--- src/rtl/traffic_pkg.sv ---
// Shared state codes, lamp encodings and approach identifiers for the
// intersection scheduler.
package traffic_pkg;

  typedef enum logic [3:0] {
    ST_STARTUP   = 4'd0,
    ST_CLEAR     = 4'd1,
    ST_NS_RY     = 4'd2,
    ST_NS_GREEN  = 4'd3,
    ST_NS_YELLOW = 4'd4,
    ST_EW_RY     = 4'd5,
    ST_EW_GREEN  = 4'd6,
    ST_EW_YELLOW = 4'd7,
    ST_PED_WALK  = 4'd8
  } state_t;

  typedef enum logic {
    NS = 1'b0,
    EW = 1'b1
  } approach_t;

  // Lamp vectors are {red, yellow, green}.
  localparam logic [2:0] LAMP_RED = 3'b100;
  localparam logic [2:0] LAMP_YEL = 3'b010;
  localparam logic [2:0] LAMP_GRN = 3'b001;
  localparam logic [2:0] LAMP_RY  = 3'b110;

  // Lamp shown to approach 'a' in any state other than STARTUP.
  function automatic logic [2:0] lamp_for(state_t s, approach_t a);
    logic [2:0] l;
    l = LAMP_RED;
    unique case (s)
      ST_NS_RY:     if (a == NS) l = LAMP_RY;
      ST_NS_GREEN:  if (a == NS) l = LAMP_GRN;
      ST_NS_YELLOW: if (a == NS) l = LAMP_YEL;
      ST_EW_RY:     if (a == EW) l = LAMP_RY;
      ST_EW_GREEN:  if (a == EW) l = LAMP_GRN;
      ST_EW_YELLOW: if (a == EW) l = LAMP_YEL;
      default:      l = LAMP_RED;
    endcase
    return l;
  endfunction

endpackage

--- src/rtl/phase_timer.sv ---
// Phase timer: counts tick enables within the current state, clears on a
// state change, optionally saturates, and flags the tick on which the
// current state's duration elapses.
module phase_timer #(
  parameter int unsigned TW = 6
) (
  input  logic          clk,
  input  logic          reset,
  input  logic          clear_i,
  input  logic          tick_i,
  input  logic          sat_i,
  input  logic [TW-1:0] sat_val_i,
  input  logic [TW:0]   dur_i,
  output logic [TW-1:0] count_o,
  output logic          expire_o
);

  logic [TW-1:0] count_q, count_d;

  // Next count: clear wins, otherwise advance on tick (holding at the
  // saturation value when requested).
  always_comb begin
    count_d = count_q;
    if (clear_i) begin
      count_d = '0;
    end else if (tick_i) begin
      if (sat_i && (count_q >= sat_val_i)) count_d = sat_val_i;
      else                                 count_d = count_q + TW'(1);
    end
  end

  // Counter register.
  always_ff @(posedge clk) begin
    if (reset) count_q <= '0;
    else       count_q <= count_d;
  end

  assign count_o  = count_q;
  // A state of duration T ends on the tick seen while count == T-1.
  assign expire_o = tick_i && ({1'b0, count_q} == (dur_i - (TW+1)'(1)));

endmodule

--- src/rtl/intersection_scheduler.sv ---
// Two-approach intersection controller with one pedestrian crossing.
// Sequences NS/EW through red+yellow, green, yellow and all-red clearance,
// chooses the next approach and arbitrates the pedestrian walk phase.
module intersection_scheduler
  import traffic_pkg::*;
#(
  parameter int unsigned TW        = 6,
  parameter int unsigned STARTUP_T = 4,
  parameter int unsigned MIN_GREEN = 8,
  parameter int unsigned MAX_GREEN = 30,
  parameter int unsigned YELLOW_T  = 3,
  parameter int unsigned RY_T      = 2,
  parameter int unsigned CLEAR_T   = 2,
  parameter int unsigned WALK_T    = 10
) (
  input  logic       clk,
  input  logic       reset,
  input  logic       tick,
  input  logic       req_ns,
  input  logic       req_ew,
  input  logic       ped_req,
  output logic [2:0] ns_lamps,
  output logic [2:0] ew_lamps,
  output logic       ped_walk,
  output logic       ped_pending,
  output logic [3:0] phase
);

  localparam logic [TW:0]   DUR_STARTUP = (TW+1)'(STARTUP_T);
  localparam logic [TW:0]   DUR_YELLOW  = (TW+1)'(YELLOW_T);
  localparam logic [TW:0]   DUR_RY      = (TW+1)'(RY_T);
  localparam logic [TW:0]   DUR_CLEAR   = (TW+1)'(CLEAR_T);
  localparam logic [TW:0]   DUR_WALK    = (TW+1)'(WALK_T);
  localparam logic [TW:0]   DUR_MING    = (TW+1)'(MIN_GREEN);
  localparam logic [TW-1:0] MIN_M1      = TW'(MIN_GREEN - 1);
  localparam logic [TW-1:0] MAX_M1      = TW'(MAX_GREEN - 1);

  state_t    state_q, state_d, clear_next;
  approach_t last_q, last_d;
  logic      after_walk_q, after_walk_d;
  logic      flash_q, flash_d;
  logic      ped_pending_q, ped_pending_d;
  logic      ped_prev_q;

  logic [TW:0]   dur;
  logic [TW-1:0] count;
  logic          expire;
  logic          in_green, own_req, oth_req, green_done;
  logic          ped_rise, ped_block;

  assign in_green = (state_q == ST_NS_GREEN) || (state_q == ST_EW_GREEN);
  assign own_req  = (state_q == ST_EW_GREEN) ? req_ew : req_ns;
  assign oth_req  = (state_q == ST_EW_GREEN) ? req_ns : req_ew;

  // Green ends only when something else is waiting and the minimum has run;
  // continuing own demand extends it up to the maximum.
  assign green_done = tick && (oth_req || ped_pending_q) && (count >= MIN_M1) &&
                      (!own_req || (count >= MAX_M1));

  // Duration of the current state for the timer's expiry compare.
  always_comb begin
    dur = DUR_MING;
    unique case (state_q)
      ST_STARTUP:                  dur = DUR_STARTUP;
      ST_CLEAR:                    dur = DUR_CLEAR;
      ST_NS_RY, ST_EW_RY:          dur = DUR_RY;
      ST_NS_YELLOW, ST_EW_YELLOW:  dur = DUR_YELLOW;
      ST_PED_WALK:                 dur = DUR_WALK;
      default:                     dur = DUR_MING;
    endcase
  end

  phase_timer #(.TW(TW)) u_timer (
    .clk       (clk),
    .reset     (reset),
    .clear_i   (state_d != state_q),
    .tick_i    (tick),
    .sat_i     (in_green),
    .sat_val_i (MAX_M1),
    .dur_i     (dur),
    .count_o   (count),
    .expire_o  (expire)
  );

  // Approach served after an all-red clearance, in priority order.
  always_comb begin
    if (ped_pending_q && !after_walk_q)  clear_next = ST_PED_WALK;
    else if (last_q == NS && req_ew)     clear_next = ST_EW_RY;
    else if (last_q == EW)               clear_next = ST_NS_RY;
    else if (req_ns || !req_ew)          clear_next = ST_NS_RY;
    else                                 clear_next = ST_EW_RY;
  end

  // Next state and last-served approach.
  always_comb begin
    state_d = state_q;
    last_d  = last_q;
    unique case (state_q)
      ST_STARTUP:   if (expire) state_d = ST_CLEAR;
      ST_CLEAR:     if (expire) state_d = clear_next;
      ST_NS_RY:     if (expire) state_d = ST_NS_GREEN;
      ST_EW_RY:     if (expire) state_d = ST_EW_GREEN;
      ST_NS_GREEN:  if (green_done) state_d = ST_NS_YELLOW;
      ST_EW_GREEN:  if (green_done) state_d = ST_EW_YELLOW;
      ST_NS_YELLOW: if (expire) begin state_d = ST_CLEAR; last_d = NS; end
      ST_EW_YELLOW: if (expire) begin state_d = ST_CLEAR; last_d = EW; end
      ST_PED_WALK:  if (expire) state_d = ST_CLEAR;
      default:      state_d = ST_STARTUP;
    endcase
  end

  assign ped_rise  = ped_req && !ped_prev_q;
  assign ped_block = (state_q == ST_STARTUP) || (state_q == ST_PED_WALK) ||
                     ((state_q == ST_CLEAR) && after_walk_q);

  // Pedestrian latch, post-walk marker and startup flasher.
  always_comb begin
    ped_pending_d = ped_pending_q;
    if (state_d == ST_PED_WALK && state_q != ST_PED_WALK) ped_pending_d = 1'b0;
    else if (ped_rise && !ped_block)                       ped_pending_d = 1'b1;

    after_walk_d = after_walk_q;
    if (state_q == ST_PED_WALK && state_d == ST_CLEAR)     after_walk_d = 1'b1;
    else if (state_q == ST_CLEAR && state_d != ST_CLEAR)   after_walk_d = 1'b0;

    flash_d = 1'b1;
    if (state_q == ST_STARTUP && state_d == ST_STARTUP)    flash_d = flash_q ^ tick;
  end

  // Controller state registers.
  always_ff @(posedge clk) begin
    if (reset) begin
      state_q       <= ST_STARTUP;
      last_q        <= EW;
      after_walk_q  <= 1'b0;
      flash_q       <= 1'b1;
      ped_pending_q <= 1'b0;
      ped_prev_q    <= 1'b0;
    end else begin
      state_q       <= state_d;
      last_q        <= last_d;
      after_walk_q  <= after_walk_d;
      flash_q       <= flash_d;
      ped_pending_q <= ped_pending_d;
      ped_prev_q    <= ped_req;
    end
  end

  // Lamp and status decode straight from the state register.
  always_comb begin
    if (state_q == ST_STARTUP) begin
      ns_lamps = {1'b0, flash_q, 1'b0};
      ew_lamps = {1'b0, flash_q, 1'b0};
    end else begin
      ns_lamps = lamp_for(state_q, NS);
      ew_lamps = lamp_for(state_q, EW);
    end
    ped_walk    = (state_q == ST_PED_WALK);
    ped_pending = ped_pending_q;
    phase       = state_q;
  end

endmodule

--- config.mk ---
export PLATFORM = sky130hd
export DESIGN_NAME = intersection_scheduler
export DESIGN_NICKNAME = d
export VERILOG_FILES = /design/src/rtl/traffic_pkg.sv /design/src/rtl/phase_timer.sv /design/src/rtl/intersection_scheduler.sv
export SDC_FILE = /design/constraint.sdc
export NUM_CORES = 1
export LEC_CHECK = 0
export BUFFER_PORTS_ARGS = -buffer_cell sky130_fd_sc_hd__buf_4
export CAP_MARGIN = 20
export CELL_PAD_IN_SITES_DETAIL_PLACEMENT = 0
export CELL_PAD_IN_SITES_GLOBAL_PLACEMENT = 1
export CORE_UTILIZATION = 30
export CTS_BUF_LIST = sky130_fd_sc_hd__clkbuf_4 sky130_fd_sc_hd__clkbuf_8 sky130_fd_sc_hd__clkbuf_16
export CTS_CLUSTER_SIZE = 8
export DETAILED_ROUTE_END_ITERATION = 10
export PLACE_DENSITY_LB_ADDON = 0.1
export SLEW_MARGIN = 20
export SYNTH_ARGS = -nofsm -noshare
export SYNTH_HDL_FRONTEND = slang
export SYNTH_SLANG_ARGS = --single-unit
--- constraint.sdc ---
create_clock -name clk -period 8.16 [get_ports clk]
set_clock_uncertainty 0.2 [all_clocks]
set_input_delay 0.408 -clock clk [delete_from_list [all_inputs] [get_ports clk]]
set_output_delay 0.408 -clock clk [all_outputs]
set_load 0.1 [all_outputs]
# Word level (Yosys, flattened, before mapping)
# Index checks and enable logic that the tools add are counted.
# word_totals
ff_bits,15
wordCells,90
input_bits,6
output_inout_bits,12
# classes
bitwise,3
eq_ne,16
addsub,2
n_lt_le_gt_ge,2
mux,24
n_reduce_logical,36
# ops
operator,count
$mux W4,7
$pmux W4 S6,1
$pmux W3 S3,2
$eq A4 B3 Y1 const B,4
$pmux W4 S4,1
$mux W3,5
$logic_and A1 B1 Y1,14
$eq A4 B1 Y1 const B,2
$eq A4 B2 Y1 const B,2
$eq A4 B4 Y1 const B,2
$logic_not A4 Y1,2
$reduce_or A2 Y1,4
$eq A6 B7 Y1,1
$add A6 B1 Y6 const B,1
$ge A6 B3 Y1 const B,1
$ge A6 B5 Y1 const B,1
$logic_or A1 B1 Y1,6
$mux W1,6
$mux W6,1
$logic_not A1 Y1,5
$sub A4 B1 Y5 const B,1
$ne A2 B2 Y1 const B,2
$ne A4 B1 Y1 const B,1
$ne A4 B4 Y1,1
other kinds (8),10

# Depth between registers and ports, before layout
# Gate-level depths: netlist of run 1.
# logic_depth
ltp_word,12
ltp_mapped,14

# Modules after synthesis
# A second synthesis of run 1 with hierarchy kept.
# unflattened
cells_unflattened,216
hier_area_um2,1612.8
# modules_own_cells
module,cells_each,area_per_inst_um2,seq_area_each_um2,n_inst
intersection_scheduler,113,830.8,180.2,1
phase_timer,103,782.0,120.1,1

# Worst setup path before layout of run 1
# No wires, ideal clock.
# synth_path
path_kind,flip-flop to output port
startpoint,register state_q[2] (netlist: phase[2])
endpoint,output port ns_lamps[1]
t_arrival_ns,4.616
n_path_buf,2
path_slack_ns,2.936
path_stages_with_launch,5
cell_sequence,dfxtp_1 buf_1 clkbuf_1 nor3_1 nor4_1
# synth_between
elab_chain_cells,3
elab_cells_between_ends,6
# synth_lines
element,line_no,source
from (decl),intersection_scheduler.sv:38,"state_t state_q, state_d, clear_next;"
from (signal assigned),intersection_scheduler.sv:140,state_q <= state_d;
$eq A4 B3 Y1 or $eq A4 B2 Y1 (tied branches),traffic_pkg.sv:32,unique case (s)
$pmux W3 S3,traffic_pkg.sv:32,
$mux W3 (*),intersection_scheduler.sv:151,if (state_q == ST_STARTUP) begin
to (decl),intersection_scheduler.sv:22,"output logic [2:0] ns_lamps,"
# Every way passes the cells marked *; elsewhere a longest branch is shown, timed or not.

# Worst setup path after layout of run 1
# layout_path
startpoint,register state_q[3] (netlist: phase[3])
endpoint,register u_timer.count_q[0] (netlist: u_timer.count_o[0])
# layout_between
elab_chain_cells,10
elab_cells_between_ends,36
# layout_lines
element,line_no,source
"$eq A4 B1 Y1, or another cell as far along","intersection_scheduler.sv:63, intersection_scheduler.sv:98",
"$reduce_or A3 Y1 (no source line), or another cell as far along",-,
$pmux W4 S4 or $logic_or A1 B1 Y1 (tied branches),"intersection_scheduler.sv:63, intersection_scheduler.sv:57",
$sub A4 B1 Y5 or $logic_and A1 B1 Y1 (tied branches),"phase_timer.sv:40, intersection_scheduler.sv:57",
$eq A6 B7 Y1 or $logic_and A1 B1 Y1 (tied branches),"phase_timer.sv:40, intersection_scheduler.sv:57",
"$logic_and A1 B1 Y1, on equally long branches","phase_timer.sv:40, intersection_scheduler.sv:57",
"$mux W4, or another cell as far along",-,
$pmux W4 S6,intersection_scheduler.sv:98,unique case (state_q)
$ne A4 B4 Y1,intersection_scheduler.sv:76,".clear_i (state_d != state_q),"
$reduce_or A2 Y1 (no source line),-,
to (signal assigned),phase_timer.sv:35,else count_q <= count_d;
to (decl),phase_timer.sv:18,"logic [TW-1:0] count_q, count_d;"
# Parallel ways exist; a longest one is shown, timed or not.
# A chain may end at the register's enable or synchronous reset.

==> results of run 1 <==
[logic make-up after synthesis]
kind of cell / after synthesis
compound gates: 48
xor+xnor: 9
buf+inv: 20
flops: 15
mux: 3
fa+ha+maj: 5
simple gates: 70
[layer usage]
layer  up-vias  share of wire (%)  GRT usage, %
met5         -                  0             0
met4         0                2.0          7.98
met3         7                6.2          1.52
met2        42                 41          24.5
met1       574                 51          28.0
li1        649                  -             -
[layout by cell type, fill, tap and decap left out, types with 3 or more instances in the layout]
master / count
sky130_fd_sc_hd__xor2_1: 3
sky130_fd_sc_hd__ha_1: 4
sky130_fd_sc_hd__a31oi_1: 3
sky130_fd_sc_hd__nor2_1: 15
sky130_fd_sc_hd__buf_4: 17
sky130_fd_sc_hd__o22a_1: 3
sky130_fd_sc_hd__dfxtp_1: 15
sky130_fd_sc_hd__a21boi_0: 3
sky130_fd_sc_hd__nor4_1: 10
sky130_fd_sc_hd__nand2b_1: 4
sky130_fd_sc_hd__a211oi_1: 3
sky130_fd_sc_hd__inv_1: 5
sky130_fd_sc_hd__xnor2_1: 6
sky130_fd_sc_hd__nand3_1: 8
sky130_fd_sc_hd__nor2b_1: 7
sky130_fd_sc_hd__nand2_1: 8
sky130_fd_sc_hd__clkbuf_8: 3
sky130_fd_sc_hd__o21ai_0: 6
sky130_fd_sc_hd__nor3_1: 6
sky130_fd_sc_hd__a21oi_1: 9
[where the power goes]
part           internal [mW]  switching (mW)  total (mW)  leakage, nW
Sequential            0.0759         0.00457      0.0805        0.122
Clock                 0.0379          0.0255      0.0634       0.0262
Combinational         0.0132          0.0288      0.0420        0.428
Total                  0.127          0.0588       0.186        0.577
[worst paths after layout]
check        slack (ns)         start                 end
max                3.97      phase[3]  u_timer.count_o[0]
min                0.19       ped_req          ped_prev_q
max reg2reg        3.97      phase[3]  u_timer.count_o[0]
min reg2reg        0.32  after_walk_q        after_walk_q
[critical path, stage by stage, from the launching register on]
cell,delay [ns]
sky130_fd_sc_hd__dfxtp_1,0.70
sky130_fd_sc_hd__inv_2,0.18
sky130_fd_sc_hd__or4_4,0.62
sky130_fd_sc_hd__inv_2,0.11
sky130_fd_sc_hd__nor2_1,0.06
sky130_fd_sc_hd__ha_1,0.29
sky130_fd_sc_hd__xnor2_1,0.12
sky130_fd_sc_hd__nor4b_1,0.31
sky130_fd_sc_hd__nand3_1,0.19
sky130_fd_sc_hd__a2111oi_1,0.65
sky130_fd_sc_hd__a211oi_4,0.10
sky130_fd_sc_hd__xnor2_1,0.41
sky130_fd_sc_hd__nor4_1,0.12
[per-stage QoR]
stage,instances,hold slack (ns),instance area (µm²)
final,228,0.186,1470
after global routing,228,0.204,1470
after detailed placement,224,0.313,1420
after floorplan,170,0.269,1280
after CTS,228,0.192,1470
after global placement,224,0.313,1420
[state kept, by name (all words and copies together) (netlist names)]
name,count
flash_q,1
ped_pending,1
u_timer.count_o,6
after_walk_q,1
ped_prev_q,1
last_q,1
phase,4
[final cells by class]
class	instances	area share, %
multi-input cells	135	61.5
inverters	7	1.79
repair buffers	17	8.69
flip-flops and latches	15	20.4
well taps	50	4.26
clock buffers	4	3.32
==> results list, run 1 <==
- The run finished with clean final reports.
- Final Hold Fails: 0
* Slack of the critical path: 3.97 ns
- Period minus WS final: 4.19 ns
- Unique masters post-synth: 50
- After Yosys synthesis, XOR and XNOR cells account for 6.16% of the synthesized area.
- Unrepaired setup endpoints after global routing: no
- STA puts the critical path data arrival time at just over 4 ns.
- The multi-input combinational cells in the finished layout cover a total of 903 µm².
- Dividing the detail-routed wire length by the instance count gives 16.1 µm.
- Count of pins over their slew limit: 0
- Area added between synthesis and finish: 14.8%
- Core area: 4060 µm²
* Number of nets with antenna violations after detailed routing: 0
- The synthesized netlist devotes 29.8% of its cell area to simple gates.
- Global-route wire length before repair: 5.94 mm
- Aggregate routed wire length: 3.67 mm
- Area of the die: 4530 µm²
- Worst-case headroom to the max-slew limit: 43.1%
- Buffers placed on the I/O ports in this run total 17.
- Most area-consuming cells after synthesis: sky130_fd_sc_hd__dfxtp_1 23%, sky130_fd_sc_hd__nor4_1 4.9%, sky130_fd_sc_hd__nor2_1 4.4%, sky130_fd_sc_hd__xnor2_1 4.1%, sky130_fd_sc_hd__ha_1 3.9%
- The synthesized netlist occupies a cell area of 1280 µm².
* Power density over cell area: 127 nW/µm²
- After clock tree synthesis, the setup repair step added 0 buffers.
- Number of antenna violations at the first check in global routing: 0
- At the end of the flow, the number of nets in the layout was 189.
- H-tree levels: 1
- Setup WS pre-CTS: 4.02 ns
* Kind of launch point of the worst setup path: register
- In the final layout, flip-flops and latches occupy 300 µm².
* Cells on Worst Hold Path: 3
- The repair_antennas step left the layout with diodes totalling 0.
- Per-cell via count in the routed design: about 5.6
- Number of resized instances in the post-cts repair step: 0
- Number of design-rule violations left by the first detailed-router iteration: 96
* Highest clock frequency the design can meet: 239 MHz
- Counting the fill cells in the layout gives 432.
- Synthesis produced 170 cells.
* Dominant combinational cell family by area after synthesis: simple AND/OR/NAND/NOR gates
- The completed layout was analyzed and its total power is about 0.19 mW.
* Kind of critical path: reg2reg
- The clock net in this run drives a total of 15 sinks.
- Count of final setup violators: 0
* # IOs: 18
- The commonest cells after synthesis are 15 x sky130_fd_sc_hd__dfxtp_1, 15 x sky130_fd_sc_hd__nor2_1, 10 x sky130_fd_sc_hd__clkbuf_1, 10 x sky130_fd_sc_hd__nor4_1, 9 x sky130_fd_sc_hd__a21oi_1.
* Adder-Cell Fraction of Synth Area: 4.69%
* DR pass1 iterations: 4
- Die Width: 67.3 µm
- Fraction of the mapped netlist area in compound gates: 27.4%
- Flip-flop and latch count after synthesis: 15
- Post-synthesis sequential area ratio: 23.5%
* Maximum buffer depth of the clock tree: 2
- Multiplexer cells account for 2.54% of the synthesized area.
- Max-cap violations in this run came to 0.
- After clock tree synthesis, the clock-pin slew on the worst setup and hold paths is 0.06 ns.
- Cell at the root of the clock tree: sky130_fd_sc_hd__clkbuf_8
* Cts-stage hold buffer count: 0
- Critical path data required time: 8.08 ns
- Maximum number of pins on one net before global-route repair: 25
* Number of nets produced by synthesis: 180
- Yosys printed 0 warnings.
* Class of the worst hold path: in2reg
* HPWL after detailed placement: 2.78 mm
* Most used flip-flop cell after synthesis: sky130_fd_sc_hd__dfxtp_1
* Maximum fanout along the worst path: 17
- Synth async-reset ratio: 0%
* Static leakage: 0.577 nW
- The routed layout has 1272 vias.
* Portion of synthesized cell area occupied by the leading cell type: about a quarter
- Gr usage total: a little under a fifth
- In this run, CTS created clock tree buffers numbering 3.
- Cells with a size suffix above 1 make up roughly 16% of the layout.
- The average instance in the mapped netlist occupies 7.53 µm².
- Cell taking the most area after synthesis: sky130_fd_sc_hd__dfxtp_1
* TritonCTS clock tree: yes
- Via count of the first global-routing pass: roughly 1100
- Final weighted congestion in routability-driven placement: 0.765
- Final critical-path share of the clock period: 51.3%
* Num rows: 23
- Number of enable flip-flop cells after synthesis: 0
- Die outline height: 67.3 µm
- Post-route setup TNS: 0 ns
* Starting density of the core: about a third
* Final core occ: 36.2%
- FF-to-FF path depth: 12
- For the pin with the worst max-slew slack, the measured transition is 0.852 ns.
* Critical path endpoint category: register
* Gr ovfl total: 0
- The clock reaches the later pin of the worst-skew pair after about 0.25 ns.
- VDD sags by at most 89.9 µV.
- After detailed routing, the number of remaining DRC violations is 0.
No activity file was read; power rests on OpenSTA's default activity.
==> run 2, diff against run 1 <==
==> constraint.sdc (replaced) <==
create_clock -name clk -period 3.5 [get_ports clk]
set_clock_uncertainty 0.2 [all_clocks]
set_input_delay 0.175 -clock clk [delete_from_list [all_inputs] [get_ports clk]]
set_output_delay 0.175 -clock clk [all_outputs]
set_load 0.1 [all_outputs]
==> run 2 against run 1 <==
Maximum frequency is 22% higher. Clock power is 130% higher. Register-to-register slack worse by 3.9 ns. Total power is 140% higher. Non-clock buffer count is 15 higher. Utilization is 6.3 points higher. Worst setup slack worse by 3.9 ns. Count of clock-buffer cells in the layout is 1 lower. Global-route usage is 1.4 points higher. First-iteration DRC count is 13% higher. Largest power group unchanged.
==> results list, run 2 (synthesis results as in run 1) <==
- The count of port buffers added during placement was 17 (unchanged).
* Via count of the first global-routing pass: 1299 (+19%)
* Gr ovfl total: 0 (unchanged)
* Max FFs per register: 6 (unchanged)
- The leakage component of the power was 0.676 nW (+17%).
- The number of max-slew violations in the final report was 0 (unchanged).
- The largest net degree at the start of global routing came to 24 (-4.0%).
* DR pass1 iterations: 4 (unchanged)
* Slack of the critical path: 0.0759 ns (-3.89 ns)
* Hold Path Origin: tick
- Origin of the critical flop-to-flop path: phase[3]
- WP data arrival: 3.37 ns (-0.74 ns)
- The clock buffer count from CTS came to 3 (unchanged).
- Worst setup path startpoint: phase[3]
- Core area: 4060 µm² (unchanged)
- The relative slew slack is 62.9% (+20 points).
* Total cell area at the placement stage: 1540 µm² (+8.5%)
- The total negative slack for setup checks was 0 ns (unchanged).
* Critical path data required time: 3.45 ns (-4.63 ns)
- The die width was 67.3 µm (unchanged).
- Sinks on the clock net: 15 (unchanged)
- Class of the worst hold path: in2reg
- Share of cells above drive strength 1: 29.0% (+13 points)
- HPWL after detailed placement: 2.96 mm (+6.7%)
* Clock transition at path regs: 0.07 ns (about the same)
* Number of design-rule violations left by the first detailed-router iteration: 108 (+13%)
- Leaving out fill and tap cells, the most frequent cell in the layout is sky130_fd_sc_hd__buf_4.
- Maximum fanout along the worst path: 4 (-13)
- The post-placement worst setup slack came to 0.150 ns (-3.87 ns).
- The largest buffer count on any clock path came to 2 (unchanged).
- Highest-count cells in the layout ignoring fill and taps: 28 x sky130_fd_sc_hd__buf_4, 15 x sky130_fd_sc_hd__nor2_1, 11 x sky130_fd_sc_hd__dfxtp_1, 9 x sky130_fd_sc_hd__a21oi_1, 8 x sky130_fd_sc_hd__nand2_1
- Gr usage total: 19.4% (+1.4 points)
- The placer's final routability congestion estimate is 0.786 (+2.7%).
* Placed insts: 233 (+4.0%)
* Highest clock frequency the design can meet: 292 MHz (+22%)
* # IOs: 18 (unchanged)
- The worst setup path is launched from a register.
- The insertion delay to the later sink of the worst-skew pair is 0.26 ns (about the same).
- Total power draw: 0.445 mW (+140%)
* Antenna cell count: 0 (unchanged)
* Die outline height: 67.3 µm (unchanged)
- Per-cell via count in the routed design: 5.81 (+4.2%)
* Number of antenna violations at the first check in global routing: 0 (unchanged)
- The worst setup path is of the reg2reg kind.
* Area of the die: 4530 µm² (unchanged)
- The area occupied by multi-input gates is 1010 µm² (+12%).
* Area of all placed cells without fillers: 1720 µm² (+17%)
- The final non-filler cell total is 243 (+6.6%).
- TritonCTS built the clock tree.
- The number of rows in the core area was 23 (unchanged).
* Register Area: 315 µm² (+5.0%)
* Cell at the root of the clock tree: sky130_fd_sc_hd__clkbuf_8
- Max_cap viols: 0 (unchanged)
* Power density over cell area: 258 nW/µm² (+100%)
* Aggregate routed wire length: 4.14 mm (+13%)
* H-tree levels: 1 (unchanged)
- Remaining routing DRC violations: 0 (unchanged)
- Critical path endpoint category: register
- The first-pass GRT wire length is 6.53 mm (+10%).
- The peak ir drop on the vdd network was 104 µV (+16%).
- Routed via count: 1412 (+11%)
* Net count, final: 204 (+7.9%)
- Final Hold Fails: 0 (unchanged)
- Final critical-path share of the clock period: 97.8% (+46 points)
- FILL cells: 425 (-1.6%)
- The measured slew at the worst slew-check pin came to 0.551 ns (-0.301 ns).
- Starting density of the core: 31.5% (unchanged)
- Area added between synthesis and finish: 34.6%
- The clock period minus final worst setup slack came to 3.42 ns (-0.766 ns).
* Number of nets with antenna violations after detailed routing: 0 (unchanged)
* Unrepaired setup endpoints after global routing: yes
- Routed len/inst: 17.0 µm (+5.9%)
- Count of final setup violators: 0 (unchanged)
* Outcome: finished clean
-- run 2: changes by cell type in the layout (fill, tap and decap cells not counted), moves of 2 or more --
cell / before / now
sky130_fd_sc_hd__buf_4: 17 / 28
sky130_fd_sc_hd__nor4_2: 0 / 6
sky130_fd_sc_hd__xnor2_1: 6 / 4
sky130_fd_sc_hd__dlygate4sd3_1: 0 / 3
sky130_fd_sc_hd__nor4_1: 10 / 4
sky130_fd_sc_hd__dfxtp_1: 15 / 11
sky130_fd_sc_hd__dfxtp_4: 0 / 4
-- run 2: final cells by class --
class | count | share of cell area (%)
well taps | 50 | 3.63
flip-flops and latches | 15 | 18.3
multi-input cells | 135 | 58.5
clock inverters | 1 | 0.290
clock buffers | 3 | 2.40
inverters | 7 | 2.25
repair buffers | 32 | 14.6
-- run 2: power breakdown --
| part | internal [mW] | switching (mW) |
|---|---|---|
| Combinational | 0.0410 | 0.0751 |
| Sequential | 0.174 | 0.00916 |
| Clock | 0.0790 | 0.0666 |
-- run 2: layer usage --
metal	GRT usage (%)	vias to the layer above	wire, µm
met5	0	-	0
met2	28.5	45	1880
li1	-	678	-
met1	27.7	683	1970
met4	8.24	0	63
met3	3.21	6	233
-- run 2: final timing paths --
| path | cells after the start | end | slack, ns |
|---|---|---|---|
| worst max register to register | 13 | after_walk_q | 0.08 |
| worst max-delay path | 13 | after_walk_q | 0.08 |
| worst min-delay path | 4 | u_timer.count_o[0] | 0.16 |
| worst min register to register | 2 | last_q | 0.33 |
-- run 2: per-stage QoR --
stage          hold WS [ns]  utilization [%]
2_1_floorplan         0.105                -
4_1_cts               0.135             39.8
3_3_place_gp          0.203             38.0
5_1_grt               0.179             42.5
3_5_place_dp          0.208             38.0
6_report              0.159             42.5
-- run 2: repair_timing --
action                                  CTS  global route
hold buffers                              3             0
hold endpoints to repair                  5             0
resized for setup                         0            12
buffers inserted                          0             3
endpoints found under the setup margin    0             6
-- run 2: worst max-delay path, cell delays in order (launching register included) --
cell                       delay, ns
sky130_fd_sc_hd__dfxtp_4        0.35
sky130_fd_sc_hd__inv_2          0.03
sky130_fd_sc_hd__or4_4          0.59
sky130_fd_sc_hd__inv_12         0.08
sky130_fd_sc_hd__nor2_1         0.04
sky130_fd_sc_hd__ha_1           0.32
sky130_fd_sc_hd__xnor2_2        0.17
sky130_fd_sc_hd__nor4b_4        0.30
sky130_fd_sc_hd__nand3_2        0.15
sky130_fd_sc_hd__a211o_1        0.29
sky130_fd_sc_hd__a211oi_4       0.37
sky130_fd_sc_hd__buf_6          0.16
sky130_fd_sc_hd__nor4_2         0.05
sky130_fd_sc_hd__o22a_1         0.20
==> run 3, diff against run 2 <==
==> constraint.sdc (replaced) <==
create_clock -name clk -period 4.4 [get_ports clk]
set_clock_uncertainty 0.2 [all_clocks]
set_input_delay 0.22 -clock clk [delete_from_list [all_inputs] [get_ports clk]]
set_output_delay 0.22 -clock clk [all_outputs]
set_load 0.1 [all_outputs]
==> run 3 against run 2 <==
Die area unchanged. Worst setup slack better by 0.36 ns. Utilization down 5.1 points. Sequential share of layout area up 1.6 points. Maximum frequency down 14%. Hold slack worse by 0.15 ns. Sequential power down 19%. Combinational power down 31%. Non-clock buffer count down 10. Critical path type unchanged. Critical endpoint is now u_timer.count_o[4].
==> results list, run 3 (synthesis results as in run 1) <==
- Kind of critical path: reg2reg
- The peak ir drop on the vdd network came to 129 µV (+24%).
- Compared with the post-synthesis result, the final layout area differs by 18.3%.
- The die area was 4530 µm² (unchanged).
- The worst register-to-register path begins at phase[3].
* Area of all placed cells without fillers: 1510 µm² (-12%)
- The number of setup buffers added after CTS came to 0 (unchanged).
* Fraction of met2 tracks used by global routing: 27.4% (-1.1 points)
- Core area: 4060 µm² (unchanged)
- Final Hold Fails: 0 (unchanged)
- The first-pass detailed-route iteration total is 4 (unchanged).
* Sinks on the clock net: 15 (unchanged)
* Routed len/inst: 15.5 µm (-8.8%)
* Antenna cell count: 0 (unchanged)
* Internal power consumption: 0.229 mW (-22%)
* Count of final setup violators: 0 (unchanged)
* WP data arrival: 3.87 ns (+0.50 ns)
* Gr ovfl total: 0 (unchanged)
- The final non-filler cell total is 233 (-4.1%).
* Register Area: 302 µm² (-4.4%)
- Aggregate routed wire length: 3.62 mm (-13%)
- The top cell types in the final layout, fill and taps aside, are 21 x sky130_fd_sc_hd__buf_4, 15 x sky130_fd_sc_hd__nor2_1, 14 x sky130_fd_sc_hd__dfxtp_1, 9 x sky130_fd_sc_hd__a21oi_1, 9 x sky130_fd_sc_hd__nor4_1.
- Worst setup path startpoint: phase[3]
* Layer with the highest usage after global routing: met2
- Remaining routing DRC violations: 0 (unchanged)
- Slowest Stage Delay on Critical Path: 0.59 ns (about the same)
- Routed via count: 1334 (-5.5%)
* Actual transition at the worst max-transition pin: 0.593 ns (+0.0422 ns)
- The largest net degree at the start of global routing is 23 (-4.2%).
- Cell family with most CP delay: simple AND/OR/NAND/NOR gates
- Cts-stage hold buffer count: 1 (-2)
* H-tree levels: 1 (unchanged)
- The maximum fanout count along the critical path was 17 (+13).
* TritonCTS clock tree: yes
* Share of cells above drive strength 1: 18.6% (-10 points)
* Per-cell via count in the routed design: 5.73 (-1.5%)
- The flip-flop count of the largest register after layout was 6 (unchanged).
- The relative slew slack came to 60.4% (-2.6 points).
- Count of buffers inserted at the top-level ports: 17 (unchanged)
- Final critical-path share of the clock period: 90.0% (-7.8 points)
- The library cell used most frequently in the layout, excluding fill and tap cells, is sky130_fd_sc_hd__buf_4.
- The worst endpoint required time was 4.31 ns (+0.86 ns).
- The total global routing track utilization was 18.1% (-1.3 points).
- Kind of launch point of the worst setup path: register
* Sequential Power Share: 43.7% (+2.5 points)
- Total cell area at the placement stage: 1460 µm² (-5.4%)
- The die width came to 67.3 µm (unchanged).
- The clock buffer count from CTS was 3 (unchanged).
- Die outline height: 67.3 µm (unchanged)
- The top achievable clock speed was 253 MHz (-14%).
- Crit path to: u_timer.count_o[4]
- Num rows: 23 (unchanged)
- The first-pass GRT wire length was 6.09 mm (-6.9%).
* Class of the worst hold path: in2reg
- Via count of the first global-routing pass: 1256 (-3.3%)
- The power dissipated by switching net loads was 0.110 mW (-27%).
- Final weighted congestion in routability-driven placement: 0.787 (+0.13%)
- Power density over cell area: 224 nW/µm² (-13%)
* Outcome: finished clean
* Unrepaired setup endpoints after global routing: no
- The CTS clock-pin slew for the worst setup and hold paths is 0.06 ns (about the same).
* Max_cap viols: 0 (unchanged)
- In this run the critical register-to-register path is captured at u_timer.count_o[4].
- Starting density of the core: 31.5% (unchanged)
- The signal on the critical path passes through inv_2 > or4_4 > inv_2 > nor2_1 > ha_1 > xnor2_1 > nor4b_1 > nand3_1 > a2111oi_1 > a211oi_4 > xnor2_1 > nor4_1.
- HPWL after detailed placement: 2.72 mm (-8.2%)
- The cell depth of the worst flop-to-flop path is 12 (-1).
* Area taken by multi-input logic gates: 910 µm² (-9.8%)
- The global-route track usage on met1 is 26.0% (-1.7 points).
* # IOs: 18 (unchanged)
- Clock power frac: 32.7% (about the same)
- Number of design-rule violations left by the first detailed-router iteration: 117 (+8.3%)
* Period minus WS final: 3.96 ns (+0.535 ns)
- The insertion delay to the later sink of the worst-skew pair was 0.25 ns (about the same).
- Maximum buffer depth of the clock tree: 2 (unchanged)
* Number of antenna violations at the first check in global routing: 0 (unchanged)
- The setup slack of the worst register-to-register path is 0.44 ns (+0.36 ns).
- Post-route setup TNS: 0 ns (unchanged)
- Placed insts: 228 (-2.1%)
- Stages on worst setup path: 12 (-1)
- The worst setup path is captured at a register.
* Switching portion of total power: 32.5% (-1.4 points)
- Logic gate share of total power: 23.6% (-2.5 points)
* Slowest library cell on the worst path: sky130_fd_sc_hd__or4_4
* Count of pins over their slew limit: 0 (unchanged)
- The combined buffer and inverter count along the critical path is 2 (-1).
- The met3 demand-to-capacity share in global routing is 1.86% (-1.4 points).
- The number of fill cells in the layout came to 427 (+0.47%).
- The number of nets in the finished design is 194 (-4.9%).
- Static leakage: 0.604 nW (-11%)
- CTS placed an instance of sky130_fd_sc_hd__clkbuf_8 at the clock tree root.
* Final core occ: 37.3% (-5.1 points)
- Number of resized instances in the post-cts repair step: 0 (unchanged)
- Number of nets with antenna violations after detailed routing: 0 (unchanged)
==> run 3: changes by cell type in the layout (fill, tap and decap cells not counted), moves of 2 or more <==
cell | before | now
sky130_fd_sc_hd__dlygate4sd3_1 | 3 | 1
sky130_fd_sc_hd__nor4_2 | 6 | 1
sky130_fd_sc_hd__buf_4 | 28 | 21
sky130_fd_sc_hd__dfxtp_1 | 11 | 14
sky130_fd_sc_hd__nor4_1 | 4 | 9
sky130_fd_sc_hd__xnor2_1 | 4 | 6
sky130_fd_sc_hd__dfxtp_4 | 4 | 0
==> run 3: layout make-up <==
type / count / share of cell area [%]
clock inverters: 1 / 0.331
clock buffers: 3 / 2.73
multi-input cells: 135 / 60.1
well taps: 50 / 4.13
flip-flops and latches: 15 / 19.9
inverters: 7 / 1.74
repair buffers: 22 / 11.1
==> run 3: power groups by stage <==
| stage | combinational (mW) | sequential (mW) | clock [mW] |
|---|---|---|---|
| 6_report | 0.0801 | 0.148 | 0.111 |
| 5_1_grt | 0.0879 | 0.150 | 0.119 |
| 4_1_cts | 0.0802 | 0.149 | 0.112 |
| 3_5_place_dp | 0.0789 | 0.152 | 0 |
| 3_3_place_gp | 0.0795 | 0.152 | 0 |
| 2_1_floorplan | 0.0618 | 0.150 | 0 |
==> run 3: metrics by stage <==
stage,hold WS [ns],setup slack [ns],power (mW)
2_1_floorplan,0.150,0.0499,0.211
3_3_place_gp,0.249,0.625,0.231
3_5_place_dp,0.252,0.494,0.230
4_1_cts,0.00859,0.469,0.341
5_1_grt,0.0137,0.173,0.357
6_report,0.00581,0.441,0.340
==> run 3: worst min-delay path by stage <==
stage | to | cells past startpoint | from
detailed placement | ped_prev_q | 3 | ped_req
global placement | ped_prev_q | 3 | ped_req
floorplan | ped_prev_q | 2 | ped_req
finish | ped_prev_q | 2 | reset
CTS | ped_prev_q | 2 | reset
global route | phase[3] | 2 | reset
==> run 3: routing by layer <==
| layer | share of wire, % | up-vias |
|---|---|---|
| met2 | 43 | 42 |
| met1 | 49 | 632 |
| met3 | 5.8 | 5 |
| met4 | 1.5 | 0 |
| met5 | 0 | - |
| li1 | - | 655 |
